<file path="src/rtl/onehot_to_bin_if.sv">
// One-hot decoder stream bundle: upstream word, downstream index and error-counter sideband.
// Latency: none, wiring only.
// Backpressure: carries valid/ready in both directions; the slave side is the decoder.
interface onehot_to_bin_if #(
    parameter int BIN_W     = 4,
    parameter int ONE_HOT_W = 16,
    parameter int CNT_W     = 8
);
    logic [ONE_HOT_W-1:0] one_hot_i;
    logic                 valid_i;
    logic                 ready_o;
    logic [BIN_W-1:0]     bin_o;
    logic                 err_o;
    logic                 valid_o;
    logic                 ready_i;
    logic                 clr_i;
    logic [CNT_W-1:0]     err_cnt_o;

    // Decoder side.
    modport slave (
        input  one_hot_i, valid_i, ready_i, clr_i,
        output ready_o, bin_o, err_o, valid_o, err_cnt_o
    );

    // Environment side: drives words and downstream ready, observes results.
    modport master (
        output one_hot_i, valid_i, ready_i, clr_i,
        input  ready_o, bin_o, err_o, valid_o, err_cnt_o
    );
endinterface

</file>
<file path="src/rtl/onehot_to_bin.sv">
// Registered one-hot to binary decoder; flags all-zero / multi-hot words (optional error counter: ONEHOT_ERR_CNT_EN).
// Latency: 1 cycle from accept to valid_o, one word per cycle sustained.
// Backpressure: ready_o = !valid_o || ready_i; output held stable while valid_o && !ready_i.
module onehot_to_bin #(
    parameter int BIN_W     = 4,
    parameter int ONE_HOT_W = 16,
    parameter int CNT_W     = 8
) (
    input  logic                  clk_i,
    input  logic                  rst_i,
    onehot_to_bin_if.slave        ifc
);

    generate
        if (ONE_HOT_W > (1 << BIN_W)) begin : g_bad_width
            $error("onehot_to_bin: ONE_HOT_W exceeds 2**BIN_W");
        end
    endgenerate

    typedef enum logic {EMPTY = 1'b0, FULL = 1'b1} state_t;

    state_t           state;
    logic [BIN_W-1:0] bin_q;
    logic             err_q;
    logic [BIN_W-1:0] dec_bin;
    logic             dec_err;
    logic             accept;

    assign ifc.ready_o = (state == EMPTY) || ifc.ready_i;
    assign accept      = ifc.valid_i && ifc.ready_o;

    // Priority scan from the top so the lowest set bit wins; clear-lowest-bit test flags non-one-hot words.
    always_comb begin
        dec_bin = '0;
        for (int i = ONE_HOT_W - 1; i >= 0; i--) begin
            if (ifc.one_hot_i[i]) begin
                dec_bin = BIN_W'(i);
            end
        end
        dec_err = (ifc.one_hot_i == '0) ||
                  ((ifc.one_hot_i & (ifc.one_hot_i - ONE_HOT_W'(1))) != '0);
    end

    // Single-stage EMPTY/FULL register; accept reloads, consume without accept empties and holds data.
    always_ff @(posedge clk_i or posedge rst_i) begin
        if (rst_i) begin
            state <= EMPTY;
            bin_q <= '0;
            err_q <= 1'b0;
        end else if (accept) begin
            state <= FULL;
            bin_q <= dec_bin;
            err_q <= dec_err;
        end else if (state == FULL && ifc.ready_i) begin
            state <= EMPTY;
        end
    end

    assign ifc.valid_o = (state == FULL);
    assign ifc.bin_o   = bin_q;
    assign ifc.err_o   = err_q;

`ifdef ONEHOT_ERR_CNT_EN
    logic [CNT_W-1:0] cnt_q;

    // Saturating count of errored accepts; a clear on the same edge takes priority.
    always_ff @(posedge clk_i or posedge rst_i) begin
        if (rst_i) begin
            cnt_q <= '0;
        end else if (ifc.clr_i) begin
            cnt_q <= '0;
        end else if (accept && dec_err && (cnt_q != {CNT_W{1'b1}})) begin
            cnt_q <= cnt_q + CNT_W'(1);
        end
    end

    assign ifc.err_cnt_o = cnt_q;
`else
    logic unused_clr;

    assign unused_clr    = ifc.clr_i;
    assign ifc.err_cnt_o = '0;
`endif

endmodule

</file>
<file path="src/flat_wrapper.sv">
// flat-port wrapper written by rule: the top's interface ports become plain ports
module onehot_to_bin_flat 
#(
    parameter int BIN_W     = 4,
    parameter int ONE_HOT_W = 16,
    parameter int CNT_W     = 8
)
  (clk_i, rst_i, ifc_one_hot_i, ifc_valid_i, ifc_ready_i, ifc_clr_i, ifc_ready_o, ifc_bin_o, ifc_err_o, ifc_valid_o, ifc_err_cnt_o);
  onehot_to_bin_if #(.BIN_W(BIN_W), .ONE_HOT_W(ONE_HOT_W), .CNT_W(CNT_W)) ifc_i ();
  input  logic clk_i;
  input  logic rst_i;
  input wire logic [$bits(ifc_i.one_hot_i)-1:0] ifc_one_hot_i;
  input wire logic [$bits(ifc_i.valid_i)-1:0] ifc_valid_i;
  input wire logic [$bits(ifc_i.ready_i)-1:0] ifc_ready_i;
  input wire logic [$bits(ifc_i.clr_i)-1:0] ifc_clr_i;
  output wire logic [$bits(ifc_i.ready_o)-1:0] ifc_ready_o;
  output wire logic [$bits(ifc_i.bin_o)-1:0] ifc_bin_o;
  output wire logic [$bits(ifc_i.err_o)-1:0] ifc_err_o;
  output wire logic [$bits(ifc_i.valid_o)-1:0] ifc_valid_o;
  output wire logic [$bits(ifc_i.err_cnt_o)-1:0] ifc_err_cnt_o;
  assign ifc_i.one_hot_i = ifc_one_hot_i;
  assign ifc_i.valid_i = ifc_valid_i;
  assign ifc_i.ready_i = ifc_ready_i;
  assign ifc_i.clr_i = ifc_clr_i;
  assign ifc_ready_o = ifc_i.ready_o;
  assign ifc_bin_o = ifc_i.bin_o;
  assign ifc_err_o = ifc_i.err_o;
  assign ifc_valid_o = ifc_i.valid_o;
  assign ifc_err_cnt_o = ifc_i.err_cnt_o;
  onehot_to_bin #(.BIN_W(BIN_W), .ONE_HOT_W(ONE_HOT_W), .CNT_W(CNT_W)) u_core (.clk_i(clk_i), .rst_i(rst_i), .ifc(ifc_i));
endmodule
</file>
<file path="config.mk">
export PLATFORM = sky130hd
export DESIGN_NAME = onehot_to_bin_flat
export DESIGN_NICKNAME = d
export VERILOG_FILES = /design/src/rtl/onehot_to_bin_if.sv /design/src/rtl/onehot_to_bin.sv /design/src/flat_wrapper.sv
export SDC_FILE = /design/constraint.sdc
export NUM_CORES = 1
export LEC_CHECK = 0
export BUFFER_PORTS_ARGS = -buffer_cell sky130_fd_sc_hd__buf_2
export CAP_MARGIN = 10
export CORE_AREA = 2 2 39 41
export CTS_BUF_LIST = sky130_fd_sc_hd__clkbuf_4
export DETAILED_ROUTE_END_ITERATION = 12
export DIE_AREA = 0 0 41 43
export PLACE_DENSITY = 0.8
export SYNTH_ARGS = -nofsm -noshare
export SYNTH_HDL_FRONTEND = slang
export SYNTH_SLANG_ARGS = --single-unit
</file>
<file path="constraint.sdc">
create_clock -name clk_i -period 3.22 [get_ports clk_i]
set_clock_uncertainty 0.1 [all_clocks]
set_input_delay 0.644 -clock clk_i [delete_from_list [all_inputs] [get_ports clk_i]]
set_output_delay 0.644 -clock clk_i [all_outputs]
set_load 0.02 [all_outputs]
</file>
==> After elaboration in Yosys (flattened, before gate mapping) <==
Index checks and enable logic that the tools add are counted.
{ "totals": {"ff_bits": 6, "latch_bits": 0, "ramBits": 0, "romBits": 0, "input_bits": 21, "output_inout_bits": 15, "wordCells": 31, "n_memories": 0} }
{ "op_classes": {"addsub": 1, "n_mul": 0, "n_div": 0, "order_cmp": 0, "eq_ne": 0, "shifts": 0, "muxes": 18, "bitwise_logic": 2, "n_reduce_logical": 7} }
{ "ops": {"columns": ["op", "count"], "rows": [
  ["$mux W4", 16],
  ["$and A16 B16 Y16", 1],
  ["$logic_not A16 Y1", 1],
  ["$reduce_bool A16 Y1", 1],
  ["$sub A16 B1 Y16 const B", 1],
  ["$logic_and A1 B1 Y1", 2],
  ["$logic_or A1 B1 Y1", 2],
  ["$mux W1", 2],
  ["$reduce_bool A2 Y1", 1],
  ["$not A1 Y1", 1]
]} }

==> Longest topological paths before layout <==
Gate-level depths: netlist of the first run.
{ "depth": {"ltp_word": 16, "ltp_mapped": 6} }

==> Least setup slack after synthesis of the first run <==
OpenSTA, ideal clock, no wires.
{ "synth_timing": {"path_type": "input port to flip-flop", "from": "in ifc_one_hot_i[3]", "to": "reg u_core.err_q, in the netlist u_core.ifc.err_o", "setup_ns": 0.126, "arrival_time_ns": 2.122, "required_ns": 2.994, "setup_slack_ns": 0.872, "stages": 6, "n_path_buf": 1, "cell_sequence": "or4_1 buf_2 o31a_1 nor3_2 o2111ai_1 o32a_1"} }
{ "synth_via": {"elab_chain_len": 4} }
{ "synth_lines": {"columns": ["element", "line_no", "source"], "rows": [
  ["from (decl)", "flat_wrapper.sv:12", "input wire logic [$bits(ifc_i.one_hot_i)-1:0] ifc_one_hot_i;"],
  ["$sub A16 B1 Y16", "onehot_to_bin.sv:41", "((ifc.one_hot_i & (ifc.one_hot_i - ONE_HOT_W'(1))) != '0);"],
  ["$and A16 B16 Y16", "onehot_to_bin.sv:41", null],
  ["$reduce_bool A16 Y1", "onehot_to_bin.sv:41", null],
  ["$logic_or A1 B1 Y1 *", "onehot_to_bin.sv:40", "dec_err = (ifc.one_hot_i == '0) ||"],
  ["to (signal assigned)", "onehot_to_bin.sv:53", "err_q <= dec_err;"],
  ["to (decl)", "onehot_to_bin.sv:24", "logic err_q;"]
]} }
Every way passes the cells marked *; elsewhere a longest branch is shown, timed or not.
A chain may end at the register's enable or synchronous reset.

==> Worst setup path after layout of the first run <==
Ends and elaborated chain as after synthesis.

==> impl_metrics.toml, run 1 <==
[outcome]
status = "completed"

[finish]
nets = 125
antenna_cells = 0
syn2layout_area_growth_pct = 22.0
drive_gt1_frac = 0.304

[critical_path]
endpoint = "u_core.ifc.err_o"
rr_startpoint = "u_core.ifc.valid_o"
max_stage_delay_ns = 0.64
critPathLaunch = "ifc_one_hot_i[3]"
crit_slowest_cell = "or4_1"
crit_path_end_kind = "register"
cp.required_ns = 3.23
cp-start-kind = "input pin"
ff2ff_path_depth = 5
critical-path-top-delay-family = "compound AO/OA/AOI/OAI gates"
critPathMaxFanout = 6
path_depth = 6
cp_cell_sequence = "buf_2 -> or4_1 -> o31a_1 -> nor3_2 -> o2111ai_1 -> o32a_1"
r2r_setup_slack_ns = 1.64
cp.buffers_inverters = 1
path_class = "input pin to register"
r2r_end = "u_core.ifc.err_o"
cp.arrival_ns = 2.36

[sta]
relSlewSlack = 0.633
max_clock_freq_ghz = 0.426
hold_ws_ns = 0.204
period_needed_ns = 2.35
hold_viol = 0
rsz0062_at_grt = "no"
setup_viol = 0
period_share = 0.728
fin_setup_tns_ns = 0
slew_viol_final = 0
tightest_slew_ns = 0.546

[detailed_routing]
drtIter0Drc = 11
drtPass1Iterations = 4
via_count = 636
antenna_left = 0
vias_per_cell = 5.39
wire_per_inst_um = 10.9
drt-total-wl_mm = 1.29
drc = 0

[placed_design]
hpwl_mm = 1.09
io_buffers = 26
place.gp.congestion = 0.840

[global_route]
antenna_found_initial = 0
grt_pass1_vias = 563
grt_max_degree = 9
grtUsageTotal = 0.176
gr-total-overflow = 0
grt_pass1_wl_mm = 2.21

[die]
start_util = 0.423
ios = 36
core-area_mm2 = 0.00138
chipHeight_um = 43
die-area_mm2 = 0.00176
rows = 14
die_width_um = 41

[synth]
ys_seq_area_frac = 0.256
ys_warn_count = 0
ys_ff_latch = 6
yosysTopAreaCellShare = 0.256
synthArstFlopShare = 1.00
yosys_most_used_dff = "dfrtp_1"
synth_edf_count = 0
ys_top_cells_by_area = "dfrtp_1 26%, buf_4 10%, nor2_1 5.8%"
synth_area_per_cell_um2 = 7.70
synth_common_cells = "9 x nor2_1, 8 x buf_4, 6 x dfrtp_1"
synth_top_cell_by_area = "dfrtp_1"
synth.most_common_cell = "nor2_1"
synthesis.area_um2 = 586
syn_inst = 76
yosysUniqueCellTypes = 32

[clock_tree]
cts_inserted_buffers = 3
numClockSinks = 6
cts.htree.levels = 1
post-cts-setup-buffers = 0
cts_hold_buf = 0
cts_tree = "done"
cts.reportedPaths.clkPinSlew_ns = 0.04
clk_latency_ns = 0.24
cts.repair.resized = 0
clockBufferDepth = 2
clockRootBuffer = "clkbuf_4"

[power]
power_density_mw_per_mm2 = 310
power_leakage_nw = 0.327
ir_drop_mv = 0.184

[job]
cap_violations = 0

[worst_hold_path]
hp-class = "input pin to asynchronous set/reset pin"
worst min-delay path by stage:
stage                        startpoint                  end  slack (ns)  cells after the start
floorplan                         rst_i  u_core.ifc.bin_o[0]        0.33                      1
detailed placement  u_core.ifc.bin_o[2]  u_core.ifc.bin_o[2]        0.37                      2
global route                      rst_i  u_core.ifc.bin_o[0]        0.21                      2
CTS                               rst_i  u_core.ifc.bin_o[0]        0.20                      2
global placement    u_core.ifc.bin_o[1]  u_core.ifc.bin_o[1]        0.37                      2
finish                            rst_i  u_core.ifc.bin_o[0]        0.20                      2
cell type report:
type | instances | area (um^2)
tap | 16 | 20.0
multi-input combinational | 63 | 377
fill | 148 | 669
inverter | 4 | 15.0
timing repair buffer | 26 | 130
sequential | 6 | 150
clock buffer | 3 | 22.5
sequential cells by signal, summed over array words and instances, names as in the netlist:
signal,count
u_core.ifc.err_o,1
u_core.ifc.bin_o,4
u_core.ifc.valid_o,1
kinds of logic (layout without fill, tap and decap cells):
kind of cell / Yosys count / after routing / synth area share
DFF: 6 / 6 / 0.256
buffers and inverters: 14 / 33 / 0.145
other: 1 / 8 / 0.00640
AOI/OAI and AO/OA: 27 / 27 / 0.342
and+or+nand+nor: 27 / 27 / 0.231
muxes: 1 / 1 / 0.0192
layout by cell type, fill, tap and decap left out, drive strengths merged:
cell	n
a211oi	1
and2	1
mux2	1
a21boi	1
a222oi	1
nand2b	3
o21bai	1
a2bb2oi	1
a221oi	1
o2111ai	2
nor3	5
o21ai	3
o41ai	2
a311oi	1
inv	4
a21oi	4
o22a	1
o31a	2
nor2	9
o32a	1
buf	26
a31oi	1
clkbuf	3
o31ai	3
nand2	5
o22ai	1
conb	8
or4	2
nor4	2
dfrtp	6
metrics by stage:
stage               power, mW  cell area (um^2)  std cells  worst slack (ns)   util
global placement        0.156               692        115             0.662  0.500
finish                  0.221               714        118             0.875  0.516
CTS                     0.227               714        118             0.894  0.516
detailed placement      0.157               692        115             0.647  0.500
global route            0.240               714        118             0.782  0.516
floorplan               0.134               612         83             0.872      -
where the power goes:
group / leakage [nW] / total (mW) / internal, mW / switching [mW]
sequential: 0.0719 / 0.0826 / 0.0804 / 0.00224
combinational: 0.241 / 0.0732 / 0.0264 / 0.0468
clock: 0.0138 / 0.0657 / 0.0419 / 0.0237
per-layer routing:
metal | global-route usage | up-vias | routed length [um]
li1 | - | 331 | -
met1 | 0.234 | 285 | 572
met2 | 0.272 | 20 | 639
met3 | 0.0366 | 0 | 76
met4 | 0.0600 | 0 | 0
met5 | 0 | - | 0
worst reg2reg max path, cell delays in order (launching register included):
cell and delay [ns]:
dfrtp_1 0.37, nand2b_1 0.14, o2111ai_1 0.15, nor3_2 0.19
o2111ai_1 0.14, o32a_1 0.37
(Power assumes the default switching activity.)
==> inputs of run 2 (changes only) <==
Settings changed: ABC_AREA from default to 1, CORE_AREA 2 2 39 41 to default, CORE_MARGIN from default to 2, CORE_UTILIZATION from default to 46, DIE_AREA 0 0 41 43 to default.
Clock period 3.22 ns to 2.5 ns, I/O delays scaled along.
==> run 2 against run 1 <==
Count of clock-buffer cells in the layout did not move. Sequential cell count did not move. Final cell count grew 33%. Critical path depth up 2. Cell area rose by 13%. Non-clock buffer count is the same. Synthesized cell count up 51%. Routed wire length grew 9.9%.
==> impl_metrics.toml, run 2 <==
[outcome]
status = "completed"

[synth]
synthSimpleGateAreaFrac = 0.396
synth_top_cell_by_area = "dfrtp_1"
synth_edf_count = 0
yosysUniqueCellTypes = 21
synth_xor_area_frac = 0
yosys.area_share.adder = 0.0167
syn_inst = 115
synth_top_family_by_area = "simple AND/OR/NAND/NOR gates"
ys_top_cells_by_area = "dfrtp_1 22%, nand2_1 17%, inv_1 13%"
synth-compound-area-share = 0.131
synth_common_cells = "31 x nand2_1, 23 x inv_1, 12 x nor2_1"
yosysTopAreaCellShare = 0.222
synthesis.area_um2 = 676
synth.most_common_cell = "nand2_1"
synth_area_per_cell_um2 = 5.88
ys_ff_latch = 6
ys_warn_count = 0
synth.area.mux_share = 0
synthArstFlopShare = 1.00
yosys_most_used_dff = "dfrtp_1"
ys_seq_area_frac = 0.222

[die]
core-area_mm2 = 0.00133
rows = 13
chipHeight_um = 42.3
start_util = 0.507
die-area_mm2 = 0.00179
die_width_um = 42.3
ios = 36

[clock_tree]
numClockSinks = 6
cts.repair.resized = 0
clk_latency_ns = 0.24
clockBufferDepth = 2
post-cts-setup-buffers = 0
cts_hold_buf = 0
clockRootBuffer = "clkbuf_4"
cts_inserted_buffers = 3
cts_tree = "done"
cts.htree.levels = 1
cts.reportedPaths.clkPinSlew_ns = 0.05

[sta]
slew_viol_final = 0
max_clock_freq_ghz = 0.629
hold_viol = 0
period_needed_ns = 1.59
setup_viol = 0
fin_setup_tns_ns = 0
hold_ws_ns = 0.0612
rsz0062_at_grt = "no"
period_share = 0.636

[power]
clkPwrFrac = 0.304
seqPwrFrac = 0.358
switching_share = 0.358
comb_power_share = 0.338
p_total_mw = 0.299
netSwitchingPower_mw = 0.107
power_leakage_nw = 0.477
ir_drop_mv = 0.195
power_density_mw_per_mm2 = 370
internal_power_mw = 0.192

[finish]
syn2layout_area_growth_pct = 19.8
largest_register_ffs = 4
nets = 165
antenna_cells = 0
seq_area_um2 = 150
final_cells = 157
drive_gt1_frac = 0.289
final_cell_area_um2 = 810
final_common_cell = "nand2_1"
fillers = 158
multi_input_area_um2 = 398
layout_common_cells = "31 x nand2_1, 26 x buf_2, 23 x inv_1, 12 x nor2_1, 8 x conb_1"

[critical_path]
path_class = "input pin to register"
cp_cell_sequence = "buf_2 -> nor2_1 -> nand2_2 -> nor2_4 -> nand2_2 -> maj3_2 -> nor3_2 -> a21oi_1"
critical-path-top-delay-family = "simple AND/OR/NAND/NOR gates"
cp.arrival_ns = 1.61
cp-start-kind = "input pin"
cp.buffers_inverters = 1
r2r_end = "u_core.ifc.bin_o[2]"
rr_startpoint = "u_core.ifc.valid_o"
crit_path_end_kind = "register"
cp.required_ns = 2.52
crit_slowest_cell = "maj3_2"
critPathMaxFanout = 4
max_stage_delay_ns = 0.30
cp_common_cell = "nand2_2"
ff2ff_path_depth = 3
r2r_setup_slack_ns = 1.30

[global_route]
grt_pass1_vias = 691
grt.met2_usage = 0.317
use_met3 = 0.0345
grtUsageMet1 = 0.186
busiest_layer = "met2"
gr-total-overflow = 0
antenna_found_initial = 0
grt_max_degree = 12
grt_pass1_wl_mm = 2.46
grtUsageTotal = 0.173

[placed_design]
place_area_um2 = 787
dp_cells = 154
hpwl_mm = 1.27
io_buffers = 26
place.gp.congestion = 0.816

[detailed_routing]
drtPass1Iterations = 4
via_count = 756
wire_per_inst_um = 9.01
drt-total-wl_mm = 1.41
drc = 0
vias_per_cell = 4.82
drtIter0Drc = 6
antenna_left = 0

[worst_hold_path]
hp-class = "input pin to asynchronous set/reset pin"

[job]
cap_violations = 0
[run 2: changes by cell type in the layout (fill, tap and decap cells not counted), moves of 3 or more]
| cell | previous run | this run |
|---|---|---|
| nand2_2 | 0 | 4 |
| nand3_1 | 0 | 3 |
| nor2_1 | 9 | 12 |
| inv_1 | 4 | 23 |
| nor2_2 | 0 | 3 |
| nand2_1 | 5 | 31 |
| nand2b_1 | 3 | 0 |
[run 2: logic make-up (layout without fill, tap and decap cells)]
family	Yosys count	after routing
AND/OR/NAND/NOR	59	59
buffers and inverters	33	53
AO/OA/AOI/OAI	15	15
flip-flops	6	6
adder cells (fa/ha/maj)	1	1
other	1	8
[run 2: metrics by stage]
stage               utilization  worst slack [ns]
floorplan                     -             0.880
global placement          0.590             0.681
detailed placement        0.590             0.648
CTS                       0.607             0.899
global route              0.607             0.788
finish                    0.607             0.910
[run 2: worst max path at each step]
stage	to	depth (start not counted)	startpoint	slack, ns
after floorplan	u_core.ifc.err_o	7	ifc_one_hot_i[7]	0.88
after global placement	u_core.ifc.err_o	8	ifc_one_hot_i[7]	0.68
after detailed placement	u_core.ifc.err_o	11	ifc_one_hot_i[1]	0.65
after CTS	u_core.ifc.err_o	11	ifc_one_hot_i[1]	0.90
after global routing	u_core.ifc.err_o	11	ifc_one_hot_i[3]	0.79
final	u_core.ifc.err_o	8	ifc_one_hot_i[7]	0.91
[run 2: per-layer routing]
layer / part of all wire / up-vias
met5: 0 / -
met4: 0.018 / 0
met3: 0.057 / 4
met2: 0.53 / 21
met1: 0.40 / 340
li1: - / 391
[run 2: area by class of cell]
type	count	share of cell area
Inverter	24	0.111
Sequential cell	6	0.185
Timing Repair Buffer	26	0.161
Clock buffer	3	0.0278
Multi-Input combinational cell	83	0.491
Tap cell	15	0.0232
[run 2: power groups by stage]
stage	Combinational (mW)	Sequential (mW)	Clock [mW]
floorplan	0.0662	0.117	0
global placement	0.0989	0.108	0
detailed placement	0.102	0.109	0
CTS	0.102	0.107	0.0935
global route	0.115	0.108	0.0994
finish	0.101	0.107	0.0910
==> inputs of run 3 (changes only) <==
Clock period 2.5 ns to 1.5 ns, I/O delays scaled along.
==> run 3 against run 2 <==
Critical path depth increased by 3. Count of clock-buffer cells in the layout unchanged. Non-clock buffer count increased by 17. Utilization increased by 13 points. Cell area increased by 21%. Routed wire length increased by 16%.
==> impl_metrics.toml, run 3 (synthesized netlist as in run 2, its figures left out) <==
[power]
power_density_mw_per_mm2 = 549
ir_drop_mv = 0.365
power_leakage_nw = 0.575

[critical_path]
crit_slowest_cell = "nor3_2"
max_stage_delay_ns = 0.16
cp_common_cell = "nor2_4"
cp.required_ns = 1.53
critical-path-top-delay-family = "simple AND/OR/NAND/NOR gates"
cp.buffers_inverters = 2
critPathMaxFanout = 3
cp.arrival_ns = 1.40
cp-start-kind = "input pin"
cp_cell_sequence = "buf_6 -> nor2_4 -> nand2_4 -> inv_2 -> nand2_2 -> nor2_4 -> nor2_2 -> nor3_2 -> nand3_1 -> nor2_1 -> a21oi_1"
crit_path_end_kind = "register"
path_class = "input pin to register"

[sta]
hold_viol = 0
max_clock_freq_ghz = 0.729
setup_viol = 0
period_share = 0.915
fin_setup_tns_ns = 0
slew_viol_final = 0
timing.final.ws_setup_ns = 0.128
period_needed_ns = 1.37

[global_route]
grtUsageTotal = 0.181
grt_pass1_vias = 668
gr-total-overflow = 0
grt_pass1_wl_mm = 2.51
antenna_found_initial = 0
grt_max_degree = 12

[detailed_routing]
drc = 0
drt-total-wl_mm = 1.64
vias_per_cell = 4.64
drtIter0Drc = 16
via_count = 807
wire_per_inst_um = 9.45
drtPass1Iterations = 4
antenna_left = 0

[finish]
final_cell_area_um2 = 981
post-route-util = 0.735
final_common_cell = "nand2_1"
fillers = 117
drive_gt1_frac = 0.371
seq_area_um2 = 150
layout_common_cells = "31 x nand2_1, 23 x inv_1, 23 x buf_2, 16 x buf_4, 11 x nor2_1"
multi_input_area_um2 = 420
antenna_cells = 0
syn2layout_area_growth_pct = 45.2
largest_register_ffs = 4
nets = 182

[die]
die_width_um = 42.3
core-area_mm2 = 0.00133
die-area_mm2 = 0.00179
ios = 36
start_util = 0.507
rows = 13
chipHeight_um = 42.3

[placed_design]
hpwl_mm = 1.39
dp_worst_setup_slack_ns = -0.166
place_area_um2 = 900
io_buffers = 26
place.gp.congestion = 0.814

[clock_tree]
clockRootBuffer = "clkbuf_4"
numClockSinks = 6
cts_inserted_buffers = 3
clockBufferDepth = 2
cts_tree = "done"
clk_latency_ns = 0.25
cts.reportedPaths.clkPinSlew_ns = 0.05
cts.htree.levels = 1

[job]
cap_violations = 0

[outcome]
status = "completed"

[worst_hold_path]
hp-class = "input pin to register"
run 3: worst paths after layout:
| path | startpoint | to | slack [ns] | cells past startpoint |
|---|---|---|---|---|
| min reg2reg | u_core.ifc.bin_o[0] | u_core.ifc.bin_o[0] | 0.38 | 2 |
| max reg2reg | u_core.ifc.valid_o | u_core.ifc.bin_o[3] | 0.29 | 3 |
| max | ifc_one_hot_i[0] | u_core.ifc.err_o | 0.13 | 11 |
| max in group asynchronous | rst_i | u_core.ifc.bin_o[2] | 0.69 | 3 |
| min | ifc_ready_i | u_core.ifc.valid_o | 0.24 | 4 |
| min in group asynchronous | rst_i | u_core.ifc.valid_o | 0.41 | 3 |
run 3: per-layer routing:
| metal | up-vias | share of wire | global-route usage |
|---|---|---|---|
| li1 | 422 | - | - |
| met1 | 352 | 0.39 | 0.188 |
| met2 | 27 | 0.53 | 0.329 |
| met3 | 6 | 0.054 | 0.0560 |
| met4 | 0 | 0.026 | 0.0750 |
| met5 | - | 0 | 0 |
run 3: area by class of cell:
class,count,share of cell area
repair buffers,43,0.284
inverters,24,0.0918
flip-flops and latches,6,0.153
clock buffers,3,0.0230
well taps,15,0.0191
multi-input cells,83,0.429
run 3: power by group:
| part | switching [mW] | total [mW] | internal, mW |
|---|---|---|---|
| sequential | 0.00529 | 0.178 | 0.173 |
| combinational | 0.123 | 0.210 | 0.0864 |
| clock | 0.0601 | 0.151 | 0.0906 |
| total | 0.188 | 0.539 | 0.350 |
run 3: through the flow:
step | power, mW | std cells | hold WS (ns)
after floorplan | 0.305 | 122 | -0.00904
after global placement | 0.369 | 169 | 0.113
after detailed placement | 0.375 | 169 | 0.124
after CTS | 0.528 | 173 | 0.229
after global routing | 0.574 | 174 | 0.300
final | 0.539 | 174 | 0.235
run 3: tightest hold or removal path, stage by stage:
cell and delay, ns:
buf_2 0.07, inv_1 0.03, nand2_1 0.08, nand2_1 0.06
run 3: what timing repair did:
action                                  in CTS  in global routing
gates resized for setup                      0                 11
hold endpoints to repair                     6                  0
endpoints found under the setup margin       0                  1
setup buffers                                0                  1
hold buffers                                 1                  0
